<file path="src/rtl/fetch_pkg.sv">
// fetch_pkg: types and constants shared by the instruction fetch unit.
//   fetch_state_t : fetch controller states (IDLE, REQ, DISCARD)
//   fetch_entry_t : one buffered instruction with its address
//   FETCH_BUF_DEPTH / FETCH_CNT_W / FETCH_BUF_FULL : buffer sizing
//   align_word()  : clears the byte-offset bits of a fetch address
package fetch_pkg;

  typedef enum logic [1:0] {
    IDLE    = 2'd0,
    REQ     = 2'd1,
    DISCARD = 2'd2
  } fetch_state_t;

  typedef struct packed {
    logic [31:0] pc;
    logic [31:0] instr;
  } fetch_entry_t;

  localparam int FETCH_BUF_DEPTH = 2;
  localparam int FETCH_CNT_W     = $clog2(FETCH_BUF_DEPTH + 1);
  localparam logic [FETCH_CNT_W-1:0] FETCH_BUF_FULL = FETCH_CNT_W'(FETCH_BUF_DEPTH);

  function automatic logic [31:0] align_word(input logic [31:0] addr);
    return {addr[31:2], 2'b00};
  endfunction

endpackage

</file>
<file path="src/rtl/instruction_fetch_if.sv">
// instruction_fetch_if: bundles the fetch unit's external handshakes.
//   Memory side : ImemReq/ImemAddr out, ImemAck/ImemData in
//   Decode side : InstrValid/Instr/InstrPC out, InstrReady in
//   Redirect    : Redirect/RedirectPC in (branch/jump from a later stage)
// master = the fetch unit, slave = memory + decode + redirect source.
interface instruction_fetch_if;
  logic        ImemReq;
  logic [31:0] ImemAddr;
  logic        ImemAck;
  logic [31:0] ImemData;
  logic        InstrValid;
  logic        InstrReady;
  logic [31:0] Instr;
  logic [31:0] InstrPC;
  logic        Redirect;
  logic [31:0] RedirectPC;

  modport master (
    output ImemReq, ImemAddr, InstrValid, Instr, InstrPC,
    input  ImemAck, ImemData, InstrReady, Redirect, RedirectPC
  );

  modport slave (
    input  ImemReq, ImemAddr, InstrValid, Instr, InstrPC,
    output ImemAck, ImemData, InstrReady, Redirect, RedirectPC
  );
endinterface

</file>
<file path="src/rtl/fetch_buffer.sv">
// fetch_buffer: 2-entry FIFO of fetch_entry_t between memory and decode.
//   clk, rst   : clock, synchronous active-high reset (count only)
//   push       : write entry_in at the tail
//   entry_in   : entry to write
//   pop        : drop the head entry (ignored when empty)
//   flush      : empty the FIFO; dominates push and pop
//   count      : current occupancy
//   count_next : occupancy after this cycle's push/pop/flush
//   head       : oldest entry, all zeros when empty
// Entries are kept in a shift arrangement: slot0 is always the head, so the
// read side needs no pointer and pop just moves slot1 down.
module fetch_buffer
  import fetch_pkg::*;
(
  input  logic                   clk,
  input  logic                   rst,
  input  logic                   push,
  input  fetch_entry_t           entry_in,
  input  logic                   pop,
  input  logic                   flush,
  output logic [FETCH_CNT_W-1:0] count,
  output logic [FETCH_CNT_W-1:0] count_next,
  output fetch_entry_t           head
);

  fetch_entry_t slot0;
  fetch_entry_t slot1;
  logic         pop_eff;
  logic         push_eff;
  logic         wr_slot0;

  assign pop_eff  = pop && (count != '0);
  assign push_eff = push && ((count != FETCH_BUF_FULL) || pop_eff);
  // New entry lands in slot0 if the FIFO is (or is becoming) empty.
  assign wr_slot0 = (count == '0) || ((count == FETCH_CNT_W'(1)) && pop_eff);

  always_comb begin
    count_next = count;
    if (flush) begin
      count_next = '0;
    end else begin
      case ({push_eff, pop_eff})
        2'b10:   count_next = count + FETCH_CNT_W'(1);
        2'b01:   count_next = count - FETCH_CNT_W'(1);
        default: count_next = count;
      endcase
    end
  end

  always_ff @(posedge clk) begin
    if (rst) begin
      count <= '0;
    end else begin
      count <= count_next;
    end
  end

  // Payload is not reset: it is only visible through head, which is gated
  // by count.
  always_ff @(posedge clk) begin
    if (!flush) begin
      if (pop_eff) begin
        slot0 <= slot1;
      end
      if (push_eff) begin
        if (wr_slot0) begin
          slot0 <= entry_in;
        end else begin
          slot1 <= entry_in;
        end
      end
    end
  end

  assign head = (count != '0) ? slot0 : '0;

endmodule

</file>
<file path="src/rtl/instruction_fetch.sv">
// instruction_fetch: sequential instruction fetch with redirect support.
//   clk  : sole clock, rising edge
//   rst  : synchronous active-high reset
//   bus  : instruction_fetch_if.master
//          ImemReq/ImemAddr/ImemAck/ImemData - single-outstanding memory port
//          InstrValid/InstrReady/Instr/InstrPC - decode handshake
//          Redirect/RedirectPC - flush and reload the fetch PC
// Parameter RESET_PC is the first fetch address after reset.
// The controller keeps at most one memory request in flight. ImemAddr comes
// from its own register so that a request overtaken by a redirect keeps its
// original address until the memory completes it (DISCARD state), while the
// PC already points at the redirect target.
module instruction_fetch
  import fetch_pkg::*;
#(
  parameter logic [31:0] RESET_PC = 32'h0000_0000
)(
  input  logic                clk,
  input  logic                rst,
  instruction_fetch_if.master bus
);

  fetch_state_t             state;
  fetch_state_t             state_nxt;
  logic [31:0]              pc;
  logic [31:0]              pc_nxt;
  logic [31:0]              addr_q;
  logic [31:0]              addr_nxt;

  logic                     buf_push;
  logic                     buf_pop;
  fetch_entry_t             buf_in;
  fetch_entry_t             buf_head;
  logic [FETCH_CNT_W-1:0]   buf_count;
  logic [FETCH_CNT_W-1:0]   buf_count_next;

  // Only a live (non-discarded) completion without a same-cycle redirect
  // is written into the buffer.
  assign buf_push = (state == REQ) && bus.ImemAck && !bus.Redirect;
  assign buf_pop  = (buf_count != '0) && bus.InstrReady;
  assign buf_in   = '{pc: addr_q, instr: bus.ImemData};

  fetch_buffer u_buf (
    .clk        (clk),
    .rst        (rst),
    .push       (buf_push),
    .entry_in   (buf_in),
    .pop        (buf_pop),
    .flush      (bus.Redirect),
    .count      (buf_count),
    .count_next (buf_count_next),
    .head       (buf_head)
  );

  always_comb begin
    state_nxt = state;
    pc_nxt    = pc;
    addr_nxt  = addr_q;

    if (bus.Redirect) begin
      pc_nxt = align_word(bus.RedirectPC);
    end

    // ImemAck is only looked at while a request is outstanding.
    unique case (state)
      IDLE: begin
        if (buf_count != FETCH_BUF_FULL) begin
          state_nxt = REQ;
        end
      end
      REQ: begin
        if (bus.ImemAck) begin
          if (bus.Redirect) begin
            state_nxt = REQ;
          end else begin
            pc_nxt    = pc + 32'd4;
            state_nxt = (buf_count_next != FETCH_BUF_FULL) ? REQ : IDLE;
          end
        end else if (bus.Redirect) begin
          state_nxt = DISCARD;
        end
      end
      DISCARD: begin
        if (bus.ImemAck) begin
          state_nxt = REQ;
        end
      end
      default: begin
        state_nxt = IDLE;
      end
    endcase

    // A request held in REQ already has addr_q == pc, so reloading the
    // address whenever the next state is REQ is safe for every path.
    if (state_nxt == REQ) begin
      addr_nxt = pc_nxt;
    end
  end

  always_ff @(posedge clk) begin
    if (rst) begin
      state  <= IDLE;
      pc     <= RESET_PC;
      addr_q <= RESET_PC;
    end else begin
      state  <= state_nxt;
      pc     <= pc_nxt;
      addr_q <= addr_nxt;
    end
  end

  assign bus.ImemReq    = (state != IDLE);
  assign bus.ImemAddr   = addr_q;
  assign bus.InstrValid = (buf_count != '0);
  assign bus.Instr      = buf_head.instr;
  assign bus.InstrPC    = buf_head.pc;

endmodule

</file>
<file path="src/flat_wrapper.sv">
// flat-port wrapper written by rule: the top's interface ports become plain ports
module instruction_fetch_flat import fetch_pkg::*;
#(
  parameter logic [31:0] RESET_PC = 32'h0000_0000
)
  (clk, rst, bus_ImemReq, bus_ImemAddr, bus_InstrValid, bus_Instr, bus_InstrPC, bus_ImemAck, bus_ImemData, bus_InstrReady, bus_Redirect, bus_RedirectPC);
  instruction_fetch_if bus_i ();
  input  logic clk;
  input  logic rst;
  output wire logic [$bits(bus_i.ImemReq)-1:0] bus_ImemReq;
  output wire logic [$bits(bus_i.ImemAddr)-1:0] bus_ImemAddr;
  output wire logic [$bits(bus_i.InstrValid)-1:0] bus_InstrValid;
  output wire logic [$bits(bus_i.Instr)-1:0] bus_Instr;
  output wire logic [$bits(bus_i.InstrPC)-1:0] bus_InstrPC;
  input wire logic [$bits(bus_i.ImemAck)-1:0] bus_ImemAck;
  input wire logic [$bits(bus_i.ImemData)-1:0] bus_ImemData;
  input wire logic [$bits(bus_i.InstrReady)-1:0] bus_InstrReady;
  input wire logic [$bits(bus_i.Redirect)-1:0] bus_Redirect;
  input wire logic [$bits(bus_i.RedirectPC)-1:0] bus_RedirectPC;
  assign bus_ImemReq = bus_i.ImemReq;
  assign bus_ImemAddr = bus_i.ImemAddr;
  assign bus_InstrValid = bus_i.InstrValid;
  assign bus_Instr = bus_i.Instr;
  assign bus_InstrPC = bus_i.InstrPC;
  assign bus_i.ImemAck = bus_ImemAck;
  assign bus_i.ImemData = bus_ImemData;
  assign bus_i.InstrReady = bus_InstrReady;
  assign bus_i.Redirect = bus_Redirect;
  assign bus_i.RedirectPC = bus_RedirectPC;
  instruction_fetch #(.RESET_PC(RESET_PC)) u_core (.clk(clk), .rst(rst), .bus(bus_i));
endmodule
</file>
<file path="config.mk">
export PLATFORM = sky130hd
export DESIGN_NAME = instruction_fetch_flat
export DESIGN_NICKNAME = d
export VERILOG_FILES = /design/src/rtl/fetch_pkg.sv /design/src/rtl/instruction_fetch_if.sv /design/src/rtl/fetch_buffer.sv /design/src/rtl/instruction_fetch.sv /design/src/flat_wrapper.sv
export SDC_FILE = /design/constraint.sdc
export NUM_CORES = 1
export LEC_CHECK = 0
export ABC_AREA = 0
export BUFFER_PORTS_ARGS = -buffer_cell sky130_fd_sc_hd__buf_2
export CORE_ASPECT_RATIO = 0.8
export CORE_MARGIN = 8
export CORE_UTILIZATION = 60
export CTS_BUF_LIST = sky130_fd_sc_hd__clkbuf_4 sky130_fd_sc_hd__clkbuf_8
export CTS_CLUSTER_SIZE = 12
export DETAILED_ROUTE_END_ITERATION = 16
export GPL_ROUTABILITY_DRIVEN = 0
export PLACE_DENSITY = 0.95
export REMOVE_ABC_BUFFERS = 1
export SLEW_MARGIN = 15
export SYNTH_ARGS = -nofsm -noshare
export SYNTH_HDL_FRONTEND = slang
export SYNTH_SLANG_ARGS = --single-unit
</file>
<file path="constraint.sdc">
create_clock -name clk -period 13.04 [get_ports clk]
set_input_delay 0.652 -clock clk [delete_from_list [all_inputs] [get_ports clk]]
set_output_delay 0.652 -clock clk [all_outputs]
set_load 0.02 [all_outputs]
</file>
==> flow_summary.ini <==
[outcome]
status = complete, no violations

[grt]
grt_pass1_wl_microns = 35400
track_usage_pct = 22.8
grt_max_degree = 67
grt_pass1_vias = 6913
antenna_found_initial = 1
grt_overflow = 0

[sta]
slew_violations = 0
finClkSkew_ns = 0.0158
fin_crit_ns = 3.76
finalSetupTns_ns = 0
max_slew_margin_pct = 29.3
worstMarginPinSlew_ns = 1.06
period_share_pct = 28.8
fmax_mhz = 266
hold_viol_final = 0
setup_viol = 0
rsz0062_at_grt = false

[placement]
place_area_sq_mm = 0.00990
dpl.hpwl_microns = 14700
place_inst = 1123
io_buffers = 164

[cells_and_area]
diodes = 0
finalNonFillerCells = 1154
final_area_sq_mm = 0.0103
layout.nets = 1028
synthToLayoutAreaGrowth_pct = 14.4
drive_gt1_share_pct = 23.5
fin_util_pct = 69.3
fillers = 1118

[synth]
postSynthCellCount = 815
yosysSeqAreaShare_pct = 58.0
yosysMostFrequentCell = edfxtp_1
synth_top_area_share_pct = 42.8
avgSynthCellArea_sq_um = 11.0
async_flop_share_pct = 0
yosysUniqueCellTypes = 50
syn_area_sq_mm = 0.00897
synth-seq-cells = 196
synth_top_area_cell = edfxtp_1
synth.area.top_cells = edfxtp_1 43%, dfxtp_1 15%, mux2i_1 8.1%
synth-warning-count = 0
synth_flop_cell = edfxtp_1
netlist_top_cells_count = 128 x edfxtp_1, 86 x nand2_1, 73 x mux2i_1, 73 x o21ai_0, 68 x dfxtp_1
synth_edf_count = 128

[clock_network]
cts_buffers = 17
htreeDepth = 4
cts_max_path_buffers = 2
cts_sinks = 196
post-cts-setup-buffers = 0
cts_tree = built
cts-root-buf = clkbuf_8
cts_resized = 0
clk_pin_slew_worst_paths_ns = 0.10
worstSkewPairLatency_ns = 0.47
holdBufCountCts = 0

[worst_setup_path]
critPathRequiredTime_ns = 13.46
r2r_setup_slack_ns = 9.28
crit_end = u_core.bus.ImemAddr[29]$_SDFFE_PP0N_
cp-start-kind = flip-flop
crit_path_end_kind = flip-flop
startpoint = u_core.u_buf.count[0]$_SDFF_PP0_
path_max_fanout = 50
reg2reg_depth = 11
r2r_end = u_core.bus.ImemAddr[29]$_SDFFE_PP0N_
r2r-start = u_core.u_buf.count[0]$_SDFF_PP0_
crit_type = flip-flop to flip-flop
arrival_ns = 4.18

[die]
io_pins = 167
core_sq_mm = 0.0148
dieArea_sq_mm = 0.0191
num_rows = 40
die_height_microns = 125
initial_core_util_pct = 60.6
fp.dieW_microns = 153

[drt]
postRouteAntennaNets = 0
drt_first_pass_iters = 5
vias = 6855
drt-total-wl_microns = 21700
viasPerCell = 5.94
wl_per_cell_microns = 18.8
drc = 0
drt_iter0_drc = 483

[flow_run]
drv_cap = 0

[power_and_ir_drop]
leakage_nw = 4.31
ir_drop_mv = 0.0982
fin_total_pwr_mw = 1.20
p_per_area_mw_per_mm2 = 117

[worst_hold_path]
hold_path_depth = 1
hp-class = primary input to flip-flop
[metal layers]
metal	routed length, microns	up-vias	GRT usage [%]
met2	10200	294	37.8
met5	13	-	0
met3	1660	25	6.71
li1	-	3253	-
met4	201	2	5.23
met1	9570	3281	29.2
[metrics by stage]
stage,setup WS [ns],hold WS (ns)
CTS,9.30,0.343
global placement,9.22,0.410
finish,9.28,0.368
floorplan,5.72,0.400
detailed placement,9.12,0.419
global route,9.01,0.331
[cells by family after synthesis]
| family | count (synthesis) | share of synthesized area, % |
|---|---|---|
| compound gates | 130 | 8.79 |
| xor+xnor | 10 | 0.976 |
| fa+ha+maj | 6 | 0.837 |
| buf+inv | 66 | 2.83 |
| flops | 196 | 58.0 |
| mux | 84 | 9.57 |
| simple gates | 323 | 19.0 |
[state kept, by name, summed over array words and instances, names as in the netlist]
signal / flops
u_core.pc: 32
u_core.state: 2
u_core.bus.ImemAddr: 32
u_core.u_buf.slot1: 64
u_core.u_buf.slot0: 64
u_core.u_buf.count: 2
[cells in the final DEF (no fill, tap or decap), drive strengths merged, types with 5 or more instances in the layout]
master  instances
mux2           11
a31o            5
nor2           42
nor4            9
nand2b          5
nor3           25
buf           172
edfxtp        128
clkinv          7
and4            5
nand4          17
and2            7
o21ai          74
o41ai          11
ha              6
a21oi          14
clkbuf         17
o31ai          10
nand3          39
mux2i          73
xnor2           6
nor2b          67
dfxtp          68
inv            18
nand2          86
[where the power goes]
part	leakage, nW	internal, mW	switching [mW]
registers	1.78	0.695	0.0255
logic	2.34	0.0435	0.0640
clock network	0.182	0.153	0.219
[how the worst min path moves through the flow]
| stage | to | startpoint | slack [ns] |
|---|---|---|---|
| 2_1_floorplan | u_core.pc[0]$_SDFF_PP0_ | u_core.pc[0]$_SDFF_PP0_ | 0.40 |
| 4_1_cts | u_core.u_buf.slot1[4]$_DFFE_PP_ | bus_ImemData[4] | 0.34 |
| 5_1_grt | u_core.u_buf.slot1[10]$_DFFE_PP_ | bus_ImemData[10] | 0.33 |
| 6_report | u_core.u_buf.slot1[4]$_DFFE_PP_ | bus_ImemData[4] | 0.37 |
| 3_5_place_dp | u_core.pc[1]$_SDFF_PP0_ | u_core.pc[1]$_SDFF_PP0_ | 0.42 |
| 3_3_place_gp | u_core.pc[1]$_SDFF_PP0_ | u_core.pc[1]$_SDFF_PP0_ | 0.41 |
[final cells by class]
cell class                      count  area (sq um)  area share (%)
Timing Repair Buffer              172           881            8.58
Tap cell                          189           236            2.30
Clock inverter                     14           128            1.24
Sequential cell                   196          5200            50.7
Inverter                           13          52.6           0.512
Clock buffer                       17           234            2.28
Multi-Input combinational cell    553          3530            34.4
[critical path: stages, from the launching register on]
cell      delay (ns)
dfxtp_1         0.43
inv_1           0.09
ha_2            0.19
nor2b_1         0.32
inv_4           0.29
a21o_1          0.34
ha_1            0.35
nand2b_1        0.16
o22ai_1         0.22
a31o_2          0.88
and3_1          0.30
a21o_1          0.09
(Power assumes the default switching activity.)
